[src/rtl/moore_seqgen.sv]
// Moore serial pattern generator: sends a latched PAT_W-bit pattern MSB-first, reps times,
// with GAP idle bits between repetitions. Define MOORE_SEQGEN_PARITY_EN to append an even-parity bit per repetition.
module moore_seqgen #(
  parameter int PAT_W = 4,
  parameter int CNT_W = 4,
  parameter int GAP   = 0
) (
  input  logic             clk,
  input  logic             rst_n,
  input  logic             start,
  input  logic [PAT_W-1:0] pattern,
  input  logic [CNT_W-1:0] reps,
  output logic             t,
  output logic             busy,
  output logic             last_bit,
  output logic             done
);

  localparam int BW = (PAT_W > 1) ? $clog2(PAT_W) : 1;
  localparam logic [BW-1:0] BIT_LAST = BW'(PAT_W - 1);
  localparam logic [BW-1:0] BIT_PEN  = BW'(PAT_W - 2);
  localparam logic [3:0]    GAP_LAST = 4'(GAP - 1);

  typedef enum logic [2:0] {
    S_IDLE, S_SHIFT, S_GAP, S_DONE
`ifdef MOORE_SEQGEN_PARITY_EN
    , S_PARITY
`endif
  } state_t;

  state_t           state;
  logic [PAT_W-1:0] sh;
  logic [PAT_W-1:0] pat_lat;
  logic [CNT_W-1:0] rep_cnt;
  logic [BW-1:0]    bit_cnt;
  logic [3:0]       gap_cnt;
  logic             rep_end;

  // rep_end marks the cycle carrying the last bit of a repetition (data or parity)
`ifdef MOORE_SEQGEN_PARITY_EN
  assign rep_end = (state == S_PARITY);
`else
  assign rep_end = (state == S_SHIFT) && (bit_cnt == BIT_LAST);
`endif

  always_ff @(posedge clk) begin
    if (!rst_n) begin
      state    <= S_IDLE;
      t        <= 1'b0;
      busy     <= 1'b0;
      last_bit <= 1'b0;
      done     <= 1'b0;
      rep_cnt  <= '0;
      bit_cnt  <= '0;
      gap_cnt  <= '0;
    end else begin
      last_bit <= 1'b0;
      done     <= 1'b0;
      if (rep_end) begin
        rep_cnt <= rep_cnt - CNT_W'(1);
        if (rep_cnt != CNT_W'(1)) begin
          if (GAP > 0) begin
            state   <= S_GAP;
            t       <= 1'b0;
            gap_cnt <= '0;
          end else begin
            state   <= S_SHIFT;
            t       <= pat_lat[PAT_W-1];
            sh      <= pat_lat << 1;
            bit_cnt <= '0;
          end
        end else begin
          state <= S_DONE;
          t     <= 1'b0;
          busy  <= 1'b0;
          done  <= 1'b1;
        end
      end else begin
        case (state)
          S_IDLE: begin
            if (start) begin
              pat_lat <= pattern;
              rep_cnt <= reps;
              if (reps != '0) begin
                state   <= S_SHIFT;
                t       <= pattern[PAT_W-1];
                sh      <= pattern << 1;
                bit_cnt <= '0;
                busy    <= 1'b1;
              end else begin
                state <= S_DONE;
                done  <= 1'b1;
              end
            end
          end
          S_SHIFT: begin
`ifdef MOORE_SEQGEN_PARITY_EN
            if (bit_cnt == BIT_LAST) begin
              state    <= S_PARITY;
              t        <= ^pat_lat;
              last_bit <= (rep_cnt == CNT_W'(1));
            end else
`endif
            begin
              t       <= sh[PAT_W-1];
              sh      <= sh << 1;
              bit_cnt <= bit_cnt + BW'(1);
`ifndef MOORE_SEQGEN_PARITY_EN
              last_bit <= (bit_cnt == BIT_PEN) && (rep_cnt == CNT_W'(1));
`endif
            end
          end
          S_GAP: begin
            if (gap_cnt == GAP_LAST) begin
              state   <= S_SHIFT;
              t       <= pat_lat[PAT_W-1];
              sh      <= pat_lat << 1;
              bit_cnt <= '0;
            end else begin
              gap_cnt <= gap_cnt + 4'd1;
            end
          end
          S_DONE:  state <= S_IDLE;
          default: state <= S_IDLE;
        endcase
      end
    end
  end

endmodule
[config.mk]
export PLATFORM = sky130hd
export DESIGN_NAME = moore_seqgen
export DESIGN_NICKNAME = d
export VERILOG_FILES = /design/src/rtl/moore_seqgen.sv
export SDC_FILE = /design/constraint.sdc
export NUM_CORES = 1
export LEC_CHECK = 0
export BUFFER_PORTS_ARGS = -buffer_cell sky130_fd_sc_hd__buf_4
export CORE_MARGIN = 4
export CORE_UTILIZATION = 45
export CTS_BUF_LIST = sky130_fd_sc_hd__clkbuf_4
export DETAILED_ROUTE_END_ITERATION = 6
export GPL_ROUTABILITY_DRIVEN = 0
export PLACE_DENSITY_LB_ADDON = 0.2
export RECOVER_POWER = 100
export SLEW_MARGIN = 40
export SYNTH_ARGS = -nofsm -noshare
export SYNTH_HDL_FRONTEND = slang
export SYNTH_SLANG_ARGS = --single-unit
[constraint.sdc]
create_clock -name clk -period 1.69 [get_ports clk]
set_input_delay 0.0845 -clock clk [delete_from_list [all_inputs] [get_ports clk]]
set_output_delay 0.0845 -clock clk [all_outputs]
set_load 0.01 [all_outputs]
## After elaboration in Yosys (flattened, before gate mapping)

Index checks and enable logic that the tools add are counted.

| operators by class | value |
|---|---|
| equality and inequality tests | 13 |
| muxes and demuxes | 37 |
| reduce and logical (&&, ||, !) cells | 17 |
| bitwise operators | 4 |
| add/sub/neg operators | 3 |

Operator list:

| operator | number |
|---|---|
| 4-bit 2-to-1 mux | 8 |
| 1-bit 2-to-1 mux | 15 |
| 2-bit 2-to-1 mux | 7 |
| 4-bit one-hot mux with 3 select lines | 1 |
| 4-bit AND reduction | 3 |
| 3-bit 2-to-1 mux | 3 |
| 3-bit != test (second input constant) | 3 |
| 3-bit one-hot mux with 3 select lines | 1 |
| 4-bit nonzero test | 2 |
| 2-bit one-hot mux with 3 select lines | 1 |
| 3-bit AND reduction | 2 |
| 6-bit AND reduction | 1 |
| 2-bit nonzero test | 3 |
| 5-bit AND reduction | 1 |
| 4-bit by 1-bit adder with 4-bit output (second input constant) | 1 |
| 2-bit equality test (second input constant) | 2 |
| 4-bit by 1-bit equality test with 1-bit output (second input constant) | 1 |
| 4-bit equality test (second input constant) | 1 |
| 2-bit != test (second input constant) | 2 |
| 4-bit by 1-bit != test with 1-bit output (second input constant) | 1 |
| 1-bit inverter | 4 |
| 4-bit by 1-bit subtractor with 4-bit output (second input constant) | 1 |
| 3-bit by 1-bit equality test with 1-bit output (second input constant) | 1 |
| 3-bit by 2-bit equality test with 1-bit output (second input constant) | 1 |
| other kinds (7) | 8 |

| word-level totals | value |
|---|---|
| bits of input ports | 11 |
| register bits after elaboration | 25 |

## Logic depth before layout (Yosys ltp)

| logic depth | value |
|---|---|
| depth after elaboration | 5 |
| gate-level depth with buffers | 8 |
| mapped depth without buffers | 6 |

## Worst setup path after synthesis

Ideal clock, no wire load.

| path | value |
|---|---|
| path kind | register -> register |
| start | register state[1] |
| end | register pat_lat[0] (enable) |
| path buffers | 2 |
| data arrival time | 1.387 ns |
| stages on the path, launching flop included | 7 |
| slack | -0.059 ns |
| clock period less this slack | 1.749 ns |
| cells stage by stage | dfxtp_1 -> inv_1 -> ha_1 -> buf_6 -> and2_1 -> buf_4 -> nor3_1 |

| between the ends | value |
|---|---|
| cells in the longest elaborated chain, start to end | 4 |
| elaborated cells on any way between the ends | 5 |

Ends and longest elaborated chain:

| item | RTL line | source |
|---|---|---|
| start, declared | 31 | `state_t state;` |
| start signal, assigned | 48 | `state <= S_IDLE;` |
| start signal, assigned | 63 | `state <= S_GAP;` |
| start signal, assigned | 67 | `state <= S_SHIFT;` |
| 3-bit by 1-bit equality test with 1-bit output | 43 | `assign rep_end = (state == S_SHIFT) && (bit_cnt == BIT_LAST);` |
| 1-bit logical AND | 43 |  |
| 1-bit inverter (no source line) | n/a |  |
| 4-bit AND reduction (no source line) (*) | n/a |  |
| end signal, assigned | 82 | `pat_lat <= pattern;` |
| end, declared | 33 | `logic [PAT_W-1:0] pat_lat;` |

Mark *: on every way between the ends. The rest lies on a longest branch, timed or not.
A chain may end at the register's enable or synchronous reset.

## Final worst setup path

| path | value |
|---|---|
| start | register state[1] |
| end | register sh[1] (enable) |

| between the ends | value |
|---|---|
| cells in the longest elaborated chain, start to end | 4 |
| elaborated cells on any way between the ends | 10 |

Ends and longest elaborated chain:

| item | RTL line | source |
|---|---|---|
| 3-bit by 1-bit equality test with 1-bit output | 43, 79 |  |
| 1-bit logical AND | 43 |  |
| 3-bit != test (no source line) (tied with other cells) | n/a |  |
| 6-bit AND reduction (no source line) (*) | n/a |  |
| end signal, assigned | 69 | `sh <= pat_lat << 1;` |
| end signal, assigned | 87 | `sh <= pattern << 1;` |
| end signal, assigned | 106 | `sh <= sh << 1;` |
| end, declared | 32 | `logic [PAT_W-1:0] sh;` |

Marked as above.

==> run summary <==
The die outline area came out at 3660 µm². The number of buffers and inverters on the critical path is 1. The most common flop cell mapped by yosys is sky130_fd_sc_hd__dfxtp_1. The number of different library cells in the post-synthesis netlist is between 40 and 50. The initial antenna violation count came out at 0. In this run the worst hold path is classified as input port to flop. The first global-routing pass estimated between 5000 and 6000 µm of wire.

Of the available clock period, the critical path in the final layout requires 97.2%. The count of standard-cell rows is 18. Summed over all layers, the routed wires come to between 2000 and 3000 µm. Setup repair after global routing could not meet its margin everywhere. Synthesis produced a netlist whose cell count is roughly 130. The top achievable clock speed came out at approximately 600 MHz. The worst hold margin came out at 0.0455 ns. The flip-flop and latch count after synthesis is 23. Counting flops with a built-in enable in the synthesized netlist gives 7. The setup skew after layout came out at 0.00574 ns. The sum of negative setup slack is 0 ns.

The library cell contributing the largest single delay on the critical path is sky130_fd_sc_hd__dfxtp_2. The pre-CTS setup slack is -0.0439 ns. The number of placed I/O pins came out at 15. Traced cell by cell, the critical path runs through buf_4, ha_1, a21boi_4, a221oi_2, and3_1. Entering global routing, the biggest net connects 13 pins. Of the cells placed in the final design, the portion with a size suffix greater than 1 is around a third. TritonCTS built the clock tree. For this run the aggregate overflow at the end of global routing stands at 0.

The setup violation total in the final timing report is 0. The startpoint identified for the worst hold timing path is rst_n. The worst hold path stage count came out at 2.

The via count of the first global-routing pass was ~1100. The static leakage power came out at 0.682 nW. The max-capacitance violation count came out at 0. The worst-margin pin slew is around 0.5 ns. Dividing the detail-routed via count by the number of cells gives between 5 and 6. The worst register-to-register path begins at state[1]. The pre-antenna-repair detailed-routing pass consisted of 4 iterations. The region available for standard cell placement spans between 2000 and 3000 µm². The worst-case IR drop observed on VDD is approximately 0.9 mV. The worst setup path is launched from a flop. The layout filler cell count came out at 205. By startpoint and endpoint, the worst setup path is classified as flop to flop. The relative area change from synthesis to final layout is 30.4%.

The reg-to-reg setup timing slack is 0.05 ns. On the critical path the largest part of the delay comes from compound AO/OA/AOI/OAI gates. The sink count of the clock tree is 23. The total routing resource utilization after global routing came out at 18.5%. The worst endpoint data arrival time is 1.67 ns.

The slack of the critical path is approximately 0.048 ns. The antenna diode count came out at 0. The critical path crosses 5 cells after its start point. The height of the die came out at about 61 µm.

The final layout contains 185 nets. The relative slew slack came out at about two thirds. The detailed placer's ending HPWL is around 2300 µm.

Following the worst setup path forward leads to its endpoint at sh[1]. The routed length per placed instance is around 15 µm. The maximum buffer depth of the clock tree came out at 2.

The delay of the slowest cell on the worst path came out at about 0.34 ns. Dividing total power by cell area gives a power density of between 1000 and 1500 nW/µm². The number of nets still failing antenna checks after routing is 0.

The number of H-tree branching levels came out at 1. For the worst-skew pair, the clock arrives at the later sink with an insertion delay of around 0.31 ns. The net count after synthesis is about 150. The post-layout minimum cycle time came out at about 1.6 ns.

Of all nets on the critical path, the largest fanout is 3. The share of the Yosys chip area taken by registers is 42.7%. The initial cell density of the core is between 40% and 50%. The number of slew-limit violations in the final report came to 0. The clock buffer count from CTS is 3. The die is between 60 and 70 µm wide. For this run, design rule violations remaining after detail routing come to 0. The run finished with clean final reports. Clock tree synthesis selected as its root buffer the cell sky130_fd_sc_hd__clkbuf_4. The DRC marker count from the first detailed-route iteration came out at 67. The worst register-to-register path ends at sh[1]. The number of input and output port buffers inserted came out at 14. Yosys printed 0 warnings. The required time at the worst-slack endpoint is 1.72 ns. The post-synthesis async set-or-reset flop share is 0%. The length in cells of the worst reg-to-reg path came out at 5. The total count of hold-check failures in the final report came out at 0. The combined area of all synthesized cells is 1240 µm².

After clock tree synthesis, the clock-pin slew on the worst setup and hold paths is 0.13 ns. The most critical setup path has its startpoint at state[1]. The synthesized area per cell came out at roughly 10 µm². The worst setup path is captured at a flop. The detailed-route via count is 1072.
-- cells in the mapped netlist, types with 3 or more instances --
master | n | area [µm²]
sky130_fd_sc_hd__a21oi_1 | 5 | 25.0
sky130_fd_sc_hd__a311oi_1 | 3 | 26.3
sky130_fd_sc_hd__and3_1 | 3 | 18.8
sky130_fd_sc_hd__dfxtp_1 | 16 | 320
sky130_fd_sc_hd__edfxtp_1 | 7 | 210
sky130_fd_sc_hd__ha_1 | 9 | 113
sky130_fd_sc_hd__inv_1 | 6 | 22.5
sky130_fd_sc_hd__mux2i_1 | 3 | 30.0
sky130_fd_sc_hd__nand2_1 | 13 | 48.8
sky130_fd_sc_hd__nand3_1 | 3 | 15.0
sky130_fd_sc_hd__nor2_1 | 12 | 45.0
sky130_fd_sc_hd__nor3_1 | 4 | 20.0
sky130_fd_sc_hd__o21ai_0 | 4 | 20.0
-- sequential cells by signal, indices dropped and copies added, names as in the netlist --
register	cells
done	1
bit_cnt	2
rep_cnt	4
busy	1
sh	3
gap_cnt	4
last_bit	1
pat_lat	4
state	2
t	1
-- cells by family after synthesis --
family | after synthesis | share of synthesized area (%)
and+or+nand+nor | 49 | 21.1
xor gates and xnor gates | 2 | 1.41
AOI/OAI and AO/OA | 29 | 19.4
DFF | 23 | 42.7
adders and majority gates | 9 | 9.07
buffers and inverters | 10 | 3.93
muxes | 3 | 2.42
-- power breakdown --
| part | switching, mW | internal, mW |
|---|---|---|
| sequential | 0.0767 | 0.718 |
| combinational | 0.622 | 0.614 |
| clock | 0.172 | 0.108 |
| total | 0.870 | 1.44 |
-- layout make-up --
type                            instances  area [µm²]  area share [%]
Timing Repair Buffer                   39         284            17.5
Tap cell                               30        37.5            2.32
Clock buffer                            4        30.0            1.85
Multi-Input combinational cell         92         709            43.8
Sequential cell                        23         536            33.1
Inverter                                6        22.5            1.39
-- worst reg2reg max path: cells and delay by family (launching register included) --
kind | cells | cell delay [ns]
and+or+nand+nor | 1 | 0.26
DFF | 1 | 0.34
buffers and inverters | 1 | 0.14
AOI/OAI and AO/OA | 2 | 0.42
adders and majority gates | 1 | 0.20
-- per-layer routing --
layer  wire, µm  track usage (%)  vias up
met3        107             3.62        8
met2       1490             32.9       22
li1           -                -      536
met5          0                0        -
met4         36             4.64        0
met1       1350             23.0      506
-- placed cells by master, fill, tap and decap left out, drive strengths merged, types with 2 or more instances in the layout --
| cell | n |
|---|---|
| buf | 27 |
| dfxtp | 16 |
| nand2 | 15 |
| nor2 | 13 |
| clkbuf | 12 |
| ha | 9 |
| edfxtp | 7 |
| inv | 6 |
| a21oi | 5 |
| o21ai | 4 |
| dlygate4sd3 | 4 |
| nor3 | 4 |
| nand3 | 4 |
| and3 | 3 |
| mux2i | 3 |
| a22o | 3 |
| a311oi | 3 |
| nor3b | 2 |
| a22oi | 2 |
| xor2 | 2 |
| a211oi | 2 |
| a21boi | 2 |
| a221oi | 2 |
-- metrics by stage --
step | util (%) | std cells | total power [mW] | area, µm²
2_1_floorplan | - | 125 | 1.53 | 1260
3_3_place_gp | 59.2 | 183 | 1.87 | 1510
3_5_place_dp | 59.2 | 183 | 1.91 | 1510
4_1_cts | 63.1 | 193 | 2.27 | 1610
5_1_grt | 63.6 | 194 | 2.49 | 1620
6_report | 63.6 | 194 | 2.31 | 1620
-- worst min-delay path by stage --
stage	slack [ns]	to
after floorplan	0.18	pat_lat[0]
final	0.05	rep_cnt[0]
after global placement	0.27	pat_lat[1]
after global routing	0.03	busy
after CTS	0.04	rep_cnt[0]
after detailed placement	0.27	pat_lat[1]
-- timing repair --
| item | in CTS | in global routing |
|---|---|---|
| gates resized for setup | 4 | 6 |
| hold buffers | 4 | 0 |
| endpoints found under the hold margin | 4 | 0 |
| pin swaps | 0 | 3 |
| buffers inserted | 2 | 1 |
| endpoints found under the setup margin | 4 | 10 |
(Power assumes the default switching activity.)
